### src/rtl/sb_cfg_switch_box_pkg.sv
// Shared constants and helpers for the configurable switch box.
package sb_cfg_switch_box_pkg;

    localparam int unsigned SEL_OFF  = 0;
    localparam int unsigned SEL_REL1 = 1;

    function automatic int unsigned clog2(input int unsigned v);
        int unsigned r;
        r = 0;
        while ((r < 32) && ((64'd1 << r) < 64'(v))) begin
            r++;
        end
        return r;
    endfunction

    function automatic int unsigned sel_w(input int unsigned nsides);
        return clog2(nsides);
    endfunction

    function automatic int unsigned cfg_bits(input int unsigned nsides, input int unsigned width);
        return nsides * width * clog2(nsides);
    endfunction

endpackage

### src/rtl/sb_cfg_chain.sv
// Serial config shift chain with shadow/active registers and validated commit.
module sb_cfg_chain
    import sb_cfg_switch_box_pkg::*;
#(
    parameter int unsigned CFG_BITS   = 32,
    parameter int unsigned STRICT_LEN = 1
) (
    input  logic                prog_clk,
    input  logic                prog_rst_n,
    input  logic                prog_in,
    input  logic                prog_en,
    output logic                prog_out,
    output logic [CFG_BITS-1:0] active,
    output logic                cfg_valid,
    output logic                cfg_err
);

    localparam int unsigned CNT_W = clog2(CFG_BITS + 2);
    localparam logic [CNT_W-1:0] CNT_FULL = CNT_W'(CFG_BITS);
    localparam logic [CNT_W-1:0] CNT_SAT  = CNT_W'(CFG_BITS + 1);

    logic [CFG_BITS-1:0] shadow;
    logic [CNT_W-1:0]    cnt;
    logic                prog_en_q;
    logic                commit_c;
    logic                len_ok_c;

    // Falling edge of prog_en requests a commit; length check decides acceptance.
    always_comb begin
        commit_c = prog_en_q & ~prog_en;
        len_ok_c = (STRICT_LEN != 0) ? (cnt == CNT_FULL) : (cnt >= CNT_FULL);
    end

    always_ff @(posedge prog_clk or negedge prog_rst_n) begin
        if (!prog_rst_n) begin
            shadow    <= '0;
            cnt       <= '0;
            prog_en_q <= 1'b0;
            active    <= '0;
            cfg_valid <= 1'b0;
            cfg_err   <= 1'b0;
        end else begin
            prog_en_q <= prog_en;
            if (commit_c) begin
                cnt <= '0;
                if (len_ok_c) begin
                    active    <= shadow;
                    cfg_valid <= 1'b1;
                    cfg_err   <= 1'b0;
                end else begin
                    cfg_err <= 1'b1;
                end
            end else if (prog_en) begin
                shadow <= {prog_in, shadow[CFG_BITS-1:1]};
                if (cnt != CNT_SAT) begin
                    cnt <= cnt + CNT_W'(1);
                end
            end
        end
    end

    assign prog_out = shadow[0];

endmodule

### src/rtl/sb_cfg_switch_box.sv
// Parametrised switch box: each output track picks a same-index track from another side.
module sb_cfg_switch_box
    import sb_cfg_switch_box_pkg::*;
#(
    parameter int unsigned NSIDES     = 4,
    parameter int unsigned WIDTH      = 4,
    parameter int unsigned STRICT_LEN = 1,
    parameter int unsigned REG_OUT    = 0
) (
    input  logic                    prog_clk,
    input  logic                    prog_rst_n,
    input  logic                    prog_in,
    input  logic                    prog_en,
    output logic                    prog_out,
    input  logic [NSIDES*WIDTH-1:0] in_bus,
    output logic [NSIDES*WIDTH-1:0] out_bus,
    output logic                    cfg_valid,
    output logic                    cfg_err
);

    localparam int unsigned SEL_W    = sel_w(NSIDES);
    localparam int unsigned CFG_BITS = cfg_bits(NSIDES, WIDTH);
    localparam int unsigned NSEL     = 1 << SEL_W;
    localparam int unsigned BUS_W    = NSIDES * WIDTH;

    logic [CFG_BITS-1:0] active;
    logic [BUS_W-1:0]    route_c;

    sb_cfg_chain #(
        .CFG_BITS   (CFG_BITS),
        .STRICT_LEN (STRICT_LEN)
    ) u_chain (
        .prog_clk   (prog_clk),
        .prog_rst_n (prog_rst_n),
        .prog_in    (prog_in),
        .prog_en    (prog_en),
        .prog_out   (prog_out),
        .active     (active),
        .cfg_valid  (cfg_valid),
        .cfg_err    (cfg_err)
    );

    // Per-track mux: candidate k is side (s+k) mod NSIDES; off and out-of-range codes give 0.
    for (genvar s = 0; s < NSIDES; s++) begin : g_side
        for (genvar t = 0; t < WIDTH; t++) begin : g_trk
            localparam int unsigned IDX = s * WIDTH + t;
            logic [SEL_W-1:0] sel;
            logic [NSEL-1:0]  cand;

            assign sel = active[IDX*SEL_W +: SEL_W];

            for (genvar k = 0; k < NSEL; k++) begin : g_cand
                if (k == SEL_OFF) begin : g_off
                    assign cand[k] = 1'b0;
                end else if (k >= SEL_REL1 && k < NSIDES) begin : g_rel
                    assign cand[k] = in_bus[((s + k) % NSIDES) * WIDTH + t];
                end else begin : g_bad
                    assign cand[k] = 1'b0;
                end
            end

            assign route_c[IDX] = cfg_valid & cand[sel];
        end
    end

    if (REG_OUT != 0) begin : g_reg
        logic [BUS_W-1:0] out_q;
        always_ff @(posedge prog_clk or negedge prog_rst_n) begin
            if (!prog_rst_n) begin
                out_q <= '0;
            end else begin
                out_q <= route_c;
            end
        end
        assign out_bus = out_q;
    end else begin : g_comb
        assign out_bus = route_c;
    end

endmodule

### config.mk
export PLATFORM = sky130hd
export DESIGN_NAME = sb_cfg_switch_box
export DESIGN_NICKNAME = d
export VERILOG_FILES = /design/src/rtl/sb_cfg_switch_box_pkg.sv /design/src/rtl/sb_cfg_chain.sv /design/src/rtl/sb_cfg_switch_box.sv
export SDC_FILE = /design/constraint.sdc
export NUM_CORES = 1
export LEC_CHECK = 0
export CORE_MARGIN = 2
export CORE_UTILIZATION = 47
export CTS_CLUSTER_DIAMETER = 30
export DETAILED_ROUTE_END_ITERATION = 6
export DONT_BUFFER_PORTS = 1
export HOLD_SLACK_MARGIN = 0.06
export PLACE_DENSITY = 0.71
export SYNTH_ARGS = -nofsm -noshare
export SYNTH_HDL_FRONTEND = slang
export SYNTH_SLANG_ARGS = --single-unit
### constraint.sdc
create_clock -name prog_clk -period 2.41 [get_ports prog_clk]
set_clock_uncertainty 0.15 [all_clocks]
set_input_delay 0.723 -clock prog_clk [delete_from_list [all_inputs] [get_ports prog_clk]]
set_output_delay 0.723 -clock prog_clk [all_outputs]
set_load 0.02 [all_outputs]
; ---- Yosys cells after proc, flatten, opt, wreduce, memory -nomap -nowiden
; Cells that the tools add are included.
[word_totals]
ff_bits = 73
out_inout_bits = 19
[op_classes]
addsub = 1
n_lt_le_gt_ge = 16
n_eq_ne = 2
n_mux = 36
bitwise_logic = 19
n_reduce_logical = 5
[op_table]
columns = operator, n
row1 = "< comparator 2 x 3 -> 1 bit, second input constant", 16
row2 = binary-select mux 1 bit (select 2 bit), 16
row3 = two-way mux 6 bit, 3
row4 = AND 1 bit, 17
row5 = two-way mux 1 bit, 17
row6 = "adder 6 x 1 -> 6 bit, second input constant", 1
row7 = "== test 6 bit, second input constant", 1
row8 = "!= test 6 bit, second input constant", 1
row9 = AND reduction 2 bit, 3
row10 = nonzero test 2 bit, 2
row11 = NOT 1 bit, 2

; ---- Longest topological paths before layout
; Gate-level depths: netlist (run 1).
[logic_depth]
word_depth = 4
depth_mapped = 6

; ---- Cells and area by module
; Synthesis (run 1) repeated with hierarchy kept, for this count alone.
[unflattened]
cells_unflattened = 232
hier_area_um2 = 3423.3
[by_module_without_submodules]
columns = mod, n_inst, cells_each, area_per_inst_um2, seq_area_each_um2
row1 = sb_cfg_chain, 1, 181, 2992.9, 1826.8
row2 = sb_cfg_switch_box, 1, 51, 430.4, 0.0

; ---- Worst setup path before layout (run 1)
; OpenSTA, ideal clock, no wires.
[synth_path]
path_type = in2reg
startpoint = in prog_en
endpoint = reg u_chain.active[0]
setup_ns = 0.125
t_arrival_ns = 1.721
required_time_ns = 2.135
setup_slack_ns = 0.414
stages = 6
cell_sequence = clkbuf_1 > nor2b_1 > and3_1 > buf_6 > buf_12 > mux2_4
[synth_between]
elab_chain_len = 3
[synth_rtl]
columns = item, line_no
row1 = "start, declared", sb_cfg_switch_box.sv:13  ; input logic prog_en,
row2 = NOT 1 bit, sb_cfg_chain.sv:30  ; commit_c = prog_en_q & ~prog_en;
row3 = AND 1 bit, sb_cfg_chain.sv:30
row4 = AND reduction 2 bit (no line), -
row5 = "end signal, assigned", sb_cfg_chain.sv:47  ; active <= shadow;
row6 = "end, declared", sb_cfg_chain.sv:13  ; output logic [CFG_BITS-1:0] active,
; Every way passes these cells.
; A chain may end at the register's enable or synchronous reset.

; ---- Final worst setup path (run 1)
[layout_path]
startpoint = reg u_chain.active[2]
endpoint = out out_bus[1]
[layout_between]
elab_chain_len = 3
[layout_rtl]
columns = item, line_no
row1 = binary-select mux 1 bit (select 2 bit), sb_cfg_switch_box.sv:62  ; assign route_c[IDX] = cfg_valid & cand[sel];
row2 = two-way mux 1 bit (implied by the code), sb_cfg_switch_box.sv:62
row3 = AND 1 bit, sb_cfg_switch_box.sv:62
row4 = "end, declared", sb_cfg_switch_box.sv:16  ; output logic [NSIDES*WIDTH-1:0] out_bus,
; Every way passes these cells. The select of a mux whose other input is x is not followed.

==> impl_metrics.yaml, run 1 <==
placed_design:
  io_buffers: 0
  placed_area_sq_mm: 0.00353
  hpwl_mm: 4.06
  gp_congestion: 0.744
status:
  status: "finished, violations left"
  violations: "hold timing"
detailed_routing:
  postRouteWirelength_mm: 5.86
  routedWlPerCell_um: 16.7
  drtIter0Drc: 114
  drc: 0
  drt-pass1-iter-count: 4
  vias_per_cell: 5.28
  num_vias: 1859
  ant_nets: 0
synthesis:
  ys_warn_count: 0
  synth_edf_count: 0
  ys_ff_latch: 73
  synthCells: 247
  ys_types: 30
  seq_area_frac_synth_pct: 52.5
  avgSynthCellArea_sq_um: 14.1
  synth_flop_cell: "dfrtp_1"
  synthesis.area_sq_mm: 0.00348
  async_flop_share_pct: 100
  synthesis.nets: 270
floorplan:
  die_area_sq_mm: 0.00811
  ios: 39
  start_util_pct: 48.2
  die_h_um: 90.0
  core_sq_mm: 0.00721
  rows: 31
  die_width_um: 90.0
pwr:
  clockPowerShare_pct: 22.3
  p_total_mw: 3.94
  leakage_nw: 1.66
  p_int_mw: 2.77
  swShare_pct: 29.8
  combPwrFrac_pct: 24.7
  p_switching_mw: 1.18
  powerDensity_mw_per_mm2: 1060
  p_seq_share_pct: 53.0
  peakVddDrop_v: 0.000494
sta:
  tightestPinTransition_ns: 0.334
  hold_viol: 73
  slew_headroom_pct: 77.7
  setup_viol: 0
  period_minus_slack_ns: 2.22
  drv_slew: 0
  rsz0062_at_grt: "false"
  timing.hold.ws_ns: -0.0778
  finalSetupTns_ns: 0
  post-route-period-util_pct: 92.2
  maxClockFrequency_mhz: 450
flow_run:
  cap_violations: 0
clocking:
  h-tree-depth: 3
  cts.sinks: 73
  clk_latency_ns: 0.34
  cts_buffer_depth: 2
  cts_root_buffer: "clkbuf_8"
  cts_buffers: 9
  cts.reportedPaths.clkPinSlew_ns: 0.07
  cts_tree: "done"
  post_cts_buffers: 0
setup_path:
  ff2ff_setup_slack_ns: 0.41
  crit_fanout: 3
  reg2reg_to: "u_chain.active[16]"
  critPathKind: "flop to output pin"
  crit_required_ns: 1.54
  setup.worst_path.end_class: "output pin"
  cp-start-kind: "flop"
  crit_path_cell_trace: "mux2i_1 -> mux2i_1 -> and2_1"
  max_stage_delay_ns: 0.43
  critPathTopFamily: "flip-flops"
  worstPathArrival_ns: 1.35
  crit_top_cell: "mux2i_1"
  slowest_stage: "dfrtp_1"
  rr_worst_depth: 4
  r2r_start: "u_chain.cnt[3]"
  crit_buf_inv: 0
worst_hold_path:
  min_path_type: "input pin to asynchronous set/reset pin"
finish:
  final_cell_mix: "dfrtp_1, mux2_2, mux2i_1"
  syn_to_final_growth_pct: 6.54
  drive_above_1_share_pct: 32.8
  diodes: 0
  final_common_cell: "dfrtp_1"
  utilization_pct: 51.4
  final_nets: 272
  fillers: 635
  final_cell_area_sq_mm: 0.00371
global_routing:
  grt_max_degree: 74
  grt_pass1_wl_mm: 10.0
  grt_pass1_vias: 1928
  antenna_found_initial: 0
  grt_use_total_pct: 15.9
  overflow: 0
==> state kept, by name, indices dropped and copies added (netlist names) <==
name and flops:
u_chain.shadow 32, u_chain.cfg_err 1, u_chain.cnt 6, u_chain.cfg_valid 1, u_chain.active 32, u_chain.prog_en_q 1
==> logic make-up (layout without fill, tap and decap cells) <==
family / count (synthesis) / count (layout) / share of synthesized area [%]
simple gates: 47 / 47 / 7.30
xor+xnor: 1 / 1 / 0.252
flops: 73 / 73 / 52.5
buf+inv: 15 / 21 / 3.27
mux: 97 / 97 / 33.2
compound gates: 11 / 11 / 2.37
fa+ha+maj: 3 / 3 / 1.08
==> cell usage after synthesis (2+ instances only) <==
library cell | count | area, sq um
dfrtp_1 | 73 | 1830
mux2_2 | 36 | 405
mux2i_1 | 33 | 330
mux2_4 | 28 | 420
nand2_1 | 20 | 75.1
and2_1 | 16 | 100
inv_1 | 5 | 18.8
clkbuf_1 | 4 | 15.0
buf_12 | 3 | 60.1
ha_1 | 3 | 37.5
nor2_1 | 3 | 11.3
a21oi_1 | 2 | 10.0
a32o_1 | 2 | 20.0
nand3_1 | 2 | 10.0
nor2b_1 | 2 | 12.5
==> per-layer routing <==
| metal | part of all wire (%) | vias to the layer above | global-route usage, % |
|---|---|---|---|
| met5 | 0 | - | 0 |
| met4 | 0.73 | 0 | 3.85 |
| met3 | 5.6 | 6 | 6.20 |
| met2 | 47 | 35 | 24.3 |
| met1 | 47 | 941 | 21.3 |
| li1 | - | 877 | - |
==> power by group through the flow <==
stage               registers, mW  clock network, mW  logic [mW]
floorplan                    1.94                  0       0.948
global placement             2.11                  0       0.948
detailed placement           2.12                  0       0.987
CTS                          2.10              0.908       0.987
global route                 2.17              0.955        1.06
finish                       2.09              0.879       0.975
==> worst reg2reg max path, stage by stage (launching register included) <==
cell and delay (ns):
dfrtp_1 0.46, nor4b_4 0.37, and3_2 0.27, buf_12 0.26
mux2_2 0.37
==> through the flow <==
| stage | cells | setup slack (ns) |
|---|---|---|
| after floorplan | 247 | 0.414 |
| after global placement | 337 | 0.275 |
| after detailed placement | 337 | 0.277 |
| after CTS | 352 | 0.0500 |
| after global routing | 352 | 0.0707 |
| final | 352 | 0.188 |
==> timing repair <==
item                                   4_1_cts  5_1_grt
setup endpoints to repair                    0        6
resized for setup                            0        1
endpoints found under the hold margin       73       73
==> cell type report <==
class / instances / area [sq um] / share of cell area, %
clock buffers: 11 / 131 / 3.54
clock inverters: 4 / 45.0 / 1.21
inverters: 5 / 18.8 / 0.506
multi-input cells: 159 / 1540 / 41.5
flip-flops and latches: 73 / 1830 / 49.3
well taps: 99 / 124 / 3.34
repair buffers: 1 / 20.0 / 0.540
==> worst max path at each step <==
stage	cells past startpoint	slack [ns]	start	endpoint
after floorplan	6	0.41	prog_en	u_chain.active[0]
after global placement	3	0.28	in_bus[13]	out_bus[1]
after detailed placement	3	0.28	in_bus[13]	out_bus[1]
after CTS	1	0.05	u_chain.cfg_valid	out_bus[1]
after global routing	3	0.07	u_chain.active[2]	out_bus[1]
final	3	0.19	u_chain.active[2]	out_bus[1]
Power figures use the tool's default switching activity.
==> run 2: changes to the inputs <==
--- a/config.mk
+++ b/config.mk
@@ -8,9 +8,10 @@
 export CORE_MARGIN = 2
 export CORE_UTILIZATION = 47
 export CTS_CLUSTER_DIAMETER = 30
+export CTS_CLUSTER_SIZE = 28
 export DETAILED_ROUTE_END_ITERATION = 6
 export DONT_BUFFER_PORTS = 1
-export HOLD_SLACK_MARGIN = 0.06
+export HOLD_SLACK_MARGIN = 0.08
 export PLACE_DENSITY = 0.71
 export SYNTH_ARGS = -nofsm -noshare
 export SYNTH_HDL_FRONTEND = slang
==> results of run 2 <==
No change in the layout: final DEF, timing and power equal those of run 1.
